==> config.mk <==
export PLATFORM = sky130hd
export DESIGN_NAME = car_park_exit_fsm
export DESIGN_NICKNAME = d
export VERILOG_FILES = /design/src/rtl/car_park_pkg.sv /design/src/rtl/car_park_timer.sv /design/src/rtl/car_park_exit_fsm.sv
export SDC_FILE = /design/constraint.sdc
export NUM_CORES = 1
export LEC_CHECK = 0
export CAP_MARGIN = 30
export CORE_MARGIN = 2
export CORE_UTILIZATION = 50
export DETAILED_ROUTE_END_ITERATION = 7
export PLACE_DENSITY_LB_ADDON = 0.3
export SKIP_LAST_GASP = 1
export SYNTH_ARGS = -nofsm -noshare
export SYNTH_HDL_FRONTEND = slang
export SYNTH_SLANG_ARGS = --single-unit
==> constraint.sdc <==
create_clock -name clk -period 2.9 [get_ports clk]
set_clock_uncertainty 0.2 [all_clocks]
set_input_delay 0.87 -clock clk [delete_from_list [all_inputs] [get_ports clk]]
set_output_delay 0.87 -clock clk [all_outputs]
set_load 0.05 [all_outputs]
==> src/rtl/car_park_pkg.sv <==
// Shared car-park definitions: entry/exit state encodings, default capacity, sizing helper.
// Pure declarations; no latency or flow control.
package car_park_pkg;

    localparam int CAR_PARK_CAPACITY = 4;

    typedef enum logic [2:0] {
        EN_IDLE        = 3'd0,
        EN_WAIT_TICKET = 3'd1,
        EN_GATE_OPEN   = 3'd2,
        EN_FULL        = 3'd3,
        EN_ALARM       = 3'd4
    } entry_state_t;

    typedef enum logic [2:0] {
        EX_IDLE          = 3'd0,
        EX_WAIT_TICKET   = 3'd1,
        EX_GATE_OPEN     = 3'd2,
        EX_TICKET_REJECT = 3'd3,
        EX_STOP          = 3'd4,
        EX_ALARM         = 3'd5
    } exit_state_t;

    function automatic int max3(input int a, input int b, input int c);
        int m;
        m = (a > b) ? a : b;
        return (m > c) ? m : c;
    endfunction

endpackage

==> src/rtl/car_park_timer.sv <==
// Loadable saturating up-counter with synchronous clear and terminal-count compare.
// tc is combinational on the current count; no backpressure.
module car_park_timer #(
    parameter int W = 5
) (
    input  logic         clk,
    input  logic         rst,
    input  logic         clr,
    input  logic         en,
    input  logic         load,
    input  logic [W-1:0] load_val,
    input  logic [W-1:0] tc_val,
    output logic         tc
);

    logic [W-1:0] r_count;

    always_ff @(posedge clk) begin
        if (rst) begin
            r_count <= '0;
        end else if (clr) begin
            r_count <= '0;
        end else if (load) begin
            r_count <= load_val;
        end else if (en && (r_count != '1)) begin
            r_count <= r_count + 1'b1;
        end
    end

    assign tc = (r_count == tc_val);

endmodule

==> src/rtl/car_park_exit_fsm.sv <==
// Exit barrier controller: ticket check, gate, tailgate stop, one exit_pulse per car.
// Outputs decode the registered state; exit_pulse lags by one cycle. CARPARK_EXIT_GATE_HOLD_EN adds gate auto-close.
module car_park_exit_fsm
    import car_park_pkg::*;
#(
    parameter int MAX_SPOTS      = CAR_PARK_CAPACITY,
    parameter int TICKET_TIMEOUT = 8,
    parameter int REJECT_HOLD    = 4,
    parameter int MAX_RETRY      = 3,
    parameter int GATE_HOLD      = 16
) (
    input  logic       clk,
    input  logic       rst,
    input  logic       exit_front,
    input  logic       exit_back,
    input  logic       ticket_valid,
    input  logic       ticket_paid,
    input  logic [2:0] occupied,
    input  logic       attendant_clr,
    output logic       LED_RED,
    output logic       LED_GREEN,
    output logic       gate_open,
    output logic       alarm,
    output logic       exit_pulse,
    output logic [2:0] STATE
);

    localparam int TW = $clog2(max3(TICKET_TIMEOUT, REJECT_HOLD, GATE_HOLD) + 1);
    localparam int RW = $clog2(MAX_RETRY + 1);
    localparam logic [RW-1:0] RETRY_MAX = RW'(MAX_RETRY);

    exit_state_t   r_state;
    exit_state_t   w_next;
    logic [RW-1:0] r_retry;
    logic          r_exit_pulse;
    logic [TW-1:0] w_tc_val;
    logic          w_tc;
    logic          w_tmr_en;
    logic          w_tmr_clr;
    logic          w_lot_has_car;

    assign w_lot_has_car = (MAX_SPOTS > 0) && (occupied != 3'd0);
    assign w_tmr_clr     = (w_next != r_state);

    always_comb begin
        w_tmr_en = 1'b0;
        w_tc_val = '0;
        case (r_state)
            EX_WAIT_TICKET: begin
                w_tmr_en = 1'b1;
                w_tc_val = TW'(TICKET_TIMEOUT - 1);
            end
            EX_TICKET_REJECT: begin
                w_tmr_en = 1'b1;
                w_tc_val = TW'(REJECT_HOLD - 1);
            end
`ifdef CARPARK_EXIT_GATE_HOLD_EN
            EX_GATE_OPEN: begin
                w_tmr_en = 1'b1;
                w_tc_val = TW'(GATE_HOLD - 1);
            end
`endif
            default: ;
        endcase
    end

    car_park_timer #(.W(TW)) u_timer (
        .clk      (clk),
        .rst      (rst),
        .clr      (w_tmr_clr),
        .en       (w_tmr_en),
        .load     (1'b0),
        .load_val ('0),
        .tc_val   (w_tc_val),
        .tc       (w_tc)
    );

    always_comb begin
        w_next = r_state;
        case (r_state)
            EX_IDLE:
                if (exit_front && w_lot_has_car) w_next = EX_WAIT_TICKET;
            EX_WAIT_TICKET:
                if (!exit_front)                      w_next = EX_IDLE;
                else if (ticket_valid && ticket_paid) w_next = EX_GATE_OPEN;
                else if (ticket_valid || w_tc)        w_next = EX_TICKET_REJECT;
            EX_TICKET_REJECT:
                if (w_tc) begin
                    if (r_retry == RETRY_MAX) w_next = EX_ALARM;
                    else if (exit_front)      w_next = EX_WAIT_TICKET;
                    else                      w_next = EX_IDLE;
                end
            EX_GATE_OPEN:
                if (exit_back)  w_next = exit_front ? EX_STOP : EX_IDLE;
`ifdef CARPARK_EXIT_GATE_HOLD_EN
                else if (w_tc)  w_next = exit_front ? EX_WAIT_TICKET : EX_IDLE;
`endif
            EX_STOP:
                if (!exit_back) w_next = exit_front ? EX_WAIT_TICKET : EX_IDLE;
            EX_ALARM:
                if (attendant_clr) w_next = EX_IDLE;
            default:
                w_next = EX_IDLE;
        endcase
    end

    // Retries survive WAIT<->REJECT loops and only clear on a paid ticket or a return to IDLE.
    always_ff @(posedge clk) begin
        if (rst) begin
            r_state      <= EX_IDLE;
            r_retry      <= '0;
            r_exit_pulse <= 1'b0;
        end else begin
            r_state      <= w_next;
            r_exit_pulse <= (r_state == EX_GATE_OPEN) && exit_back;
            if ((r_state == EX_WAIT_TICKET) && (w_next == EX_TICKET_REJECT)) begin
                if (r_retry != RETRY_MAX) r_retry <= r_retry + 1'b1;
            end else if ((w_next == EX_IDLE) || (w_next == EX_GATE_OPEN)) begin
                r_retry <= '0;
            end
        end
    end

    assign LED_GREEN  = (r_state == EX_GATE_OPEN);
    assign gate_open  = (r_state == EX_GATE_OPEN);
    assign alarm      = (r_state == EX_ALARM);
    assign LED_RED    = (r_state == EX_WAIT_TICKET) || (r_state == EX_TICKET_REJECT) ||
                        (r_state == EX_STOP) || (r_state == EX_ALARM) ||
                        ((r_state == EX_IDLE) && exit_front && (occupied == 3'd0));
    assign exit_pulse = r_exit_pulse;
    assign STATE      = r_state;

endmodule

==> results.md <==
- Of the total synthesized cell area, the portion taken by full adders, half adders and majority gates is 4.29%.
- In this run the tightest slew margin relative to its limit is between 60% and 70%.
- The largest net degree at the start of global routing is 12.
- The repair_antennas step left the layout with diodes totalling 0.
- The power density over the cells is 345 mW/mm2.
- The number of endpoints with negative hold slack in the final report was 0.
- 18 I/O pins were placed.
- The floorplan die area is ~0.0021 mm2.
- After Yosys synthesis, XOR and XNOR cells account for 3.00% of the synthesized area.
- Setup repair after global routing left no endpoint under its margin.
- The number of enable-type register cells in the synthesized netlist is 0.
- The compound-gate portion of the synthesized area is 18.7%.
- The iteration count of the initial detailed-routing pass is 4.
- The worst voltage drop across the vdd grid is 0.355 mV.
- The routed layout has about 840 vias.
- At the pin with the least slew margin, the transition time is 0.498 ns.
- The initial antenna violation count is 0.
- The max-cap violation count is 0.
- The DRC violation count after routing is 0.
- The number of fill cells in the layout is 144.
- When the netlist entered floorplanning its net count stood at 114.
- The number of distinct library cells after synthesis is 44.
- The number of I/O port buffers is 17.
- In this run the worst path has a maximum fanout of 2.
- The starting density of the core is between 50 and 60%.
- The floorplan step defined a core boundary enclosing 0.00169 mm2.
- The number of H-tree levels is 1.
- The part of the Yosys area used for sequential elements is roughly a quarter.
- The first global-routing pass estimated 3.17 mm of wire.
- The max-slew violation total from the final report is 0.
- The area of the mapped netlist is 875 um2.
- The die outline width is 45.8 um.
- The root cell of the clock tree is clkbuf_4.
- The initial detailed-routing violation count is 26.
- For this run, the number of Yosys warnings is 0.
- The finished layout holds 140 standard cells, fillers aside.
- The aggregate global-route resource usage is between 20% and 30%.
- The cell count after synthesis came out at between 100 and 150.
- The via count of the first global-routing pass is 737.
- Of the total synthesized cell area, the portion taken by AND, OR, NAND and NOR gates is 37.5%.
- The share of the core filled with cells in the final layout is 65.3%.
- The arrival time reported for the critical path endpoint is 1.76 ns.
- Summed over all layers, the global routing overflow is 0.
- The worst path needs 2.83 ns of the cycle, external delays included.
- The largest family of logic cells by synthesized area is simple AND/OR/NAND/NOR gates.
- In the final routed layout, each cell accounts on average for 14.0 um.
- The run finished with clean final reports.
- The worst hold path belongs to the class reg2reg.
- The number of endpoints failing setup at the final stage is 0.
- The data required time of the worst path is 1.83 ns.
- In this run, placement finished with an instance count of 135.
- The clock-pin slew on the worst setup and hold paths is 0.08 ns.
- Cells with a size suffix above 1 make up approximately 25% of the layout.
- The half-perimeter wire length after detailed placement is 1.51 mm.
- The TritonCTS clock tree is done.
- The total CTS buffers is 3.
- The startpoint type of the worst setup path is an input pin.
- The final weighted congestion of routability-driven global placement is 0.786.
- The top cell types in the final layout, fill and taps aside, are 13 x nor2_1, 11 x dfxtp_1, 9 x nand3_1, 9 x clkdlybuf4s50_1, 9 x buf_4.
- The most instantiated flip-flop cell in the synthesis netlist is dfxtp_1.
- The final antenna-violating net count is 0.
- For the worst-skew pair, the clock arrives at the later sink with an insertion delay of 0.26 ns.
- The overall die height is between 40 and 50 um.
- Across all setup checks in the final design, the least slack found is 0.0723 ns.
- STA classifies the critical path endpoint as a primary output.
- The synthesis-to-layout area growth is 26.2%.
- Wires add up to 1.96 mm.
- After synthesis, the share of cell area in mux cells is 2.58%.
- The overall power after layout is 380 uW.
- Prior to clock tree synthesis, the placed netlist has a worst setup slack of -0.216 ns.
- Synthesis inferred 11 register bits.
- The cell leakage power is 0.000424 uW.
- The part of the cycle the worst path needs is between 90% and 100%.
- Counting every sink on the clock net gives 11.
- The library cell used most frequently in the layout, excluding fill and tap cells, is nor2_1.
- The worst setup path is of the in2out kind.
- The floorplan row count is 15.
- Static timing analysis puts the maximum clock frequency at 0.354 GHz.
- A synthesized cell averages 8.66 um2.
- The average vias per placed instance is 5.98.
- Of all flip-flops after synthesis, the portion carrying an async set or reset was 0%.
- The final layout contains ~140 nets.
- In this run the deepest clock path goes through 2 buffers.
-- synth_stat cells, types with 2 or more instances --
master / n / area share [%]
a21oi_1: 5 / 2.9
a31oi_1: 2 / 1.4
dfxtp_1: 11 / 25
ha_1: 3 / 4.3
inv_1: 5 / 2.1
mux2_2: 2 / 2.6
nand2_1: 4 / 1.7
nand2b_1: 2 / 1.4
nand3_1: 9 / 5.1
nand4_1: 2 / 1.4
nor2_1: 14 / 6.0
nor2b_1: 2 / 1.4
nor3_1: 3 / 1.7
o2111ai_1: 2 / 2.0
o211ai_1: 3 / 2.6
o21ai_0: 2 / 1.1
or3_1: 2 / 1.4
xnor2_1: 2 / 2.0
-- logic make-up (layout without fill, tap and decap cells) --
family                     Yosys count  in the layout
AOI/OAI and AO/OA                   22             22
muxes                                2              2
xor gates and xnor gates             3              3
adders and majority gates            3              3
DFF                                 11             11
and+or+nand+nor                     50             50
buffers and inverters               10             32
-- critical path, cell delays in order --
cell           delay (ns)
dlygate4sd2_1        0.23
nor3_2               0.15
buf_4                0.14
a21oi_2              0.05
o21ai_2              0.15
buf_12               0.15
-- final cells by class --
cell class                      count  area [um2]  area share [%]
Inverter                            5        18.8            1.70
Clock buffer                        4        26.3            2.38
Sequential cell                    11         220            20.0
Tap cell                           17        21.3            1.93
Timing Repair Buffer               23         224            20.3
Multi-Input combinational cell     80         593            53.7
-- registers in the layout, summed over array words and instances (netlist names) --
name	cells
exit_pulse	1
STATE	3
r_retry	2
u_timer.r_count	5
-- metal layers --
| metal | GRT usage [%] | wire length, um | vias to the layer above |
|---|---|---|---|
| met5 | 0 | 0 | - |
| li1 | - | - | 412 |
| met2 | 31.0 | 929 | 31 |
| met1 | 30.3 | 883 | 392 |
| met3 | 2.38 | 128 | 2 |
| met4 | 6.29 | 15 | 0 |
-- worst paths after layout --
path                      startpoint            endpoint  slack (ns)  depth (start not counted)
setup / recovery         occupied[2]             LED_RED        0.07                          6
hold / removal            r_retry[0]          r_retry[0]        0.35                          2
setup reg to reg  u_timer.r_count[0]  u_timer.r_count[1]        0.76                          7
hold reg to reg           r_retry[0]          r_retry[0]        0.35                          2
-- where the power goes --
group / switching (uW) / internal, uW / total [uW]
clock network: 56.8 / 53.1 / 110
registers: 5.39 / 155 / 160
logic: 64.3 / 45.8 / 110
total: 127 / 254 / 380
-- timing repair --
| action | in CTS | in global routing |
|---|---|---|
| hold buffers | 0 | 0 |
| hold endpoints to repair | 0 | 0 |
| pin swaps | 3 | 1 |
| setup endpoints to repair | 1 | 1 |
| resized for setup | 5 | 1 |
| buffers inserted | 1 | 0 |
-- through the flow --
step	setup TNS (ns)	area [um2]	hold WS [ns]
after CTS	0	1100	0.353
after global placement	-0.202	1060	0.326
after global routing	0	1100	0.374
after floorplan	-0.106	877	0.299
final	0	1100	0.346
after detailed placement	-0.216	1060	0.339
Power figures use the tool's default switching activity.
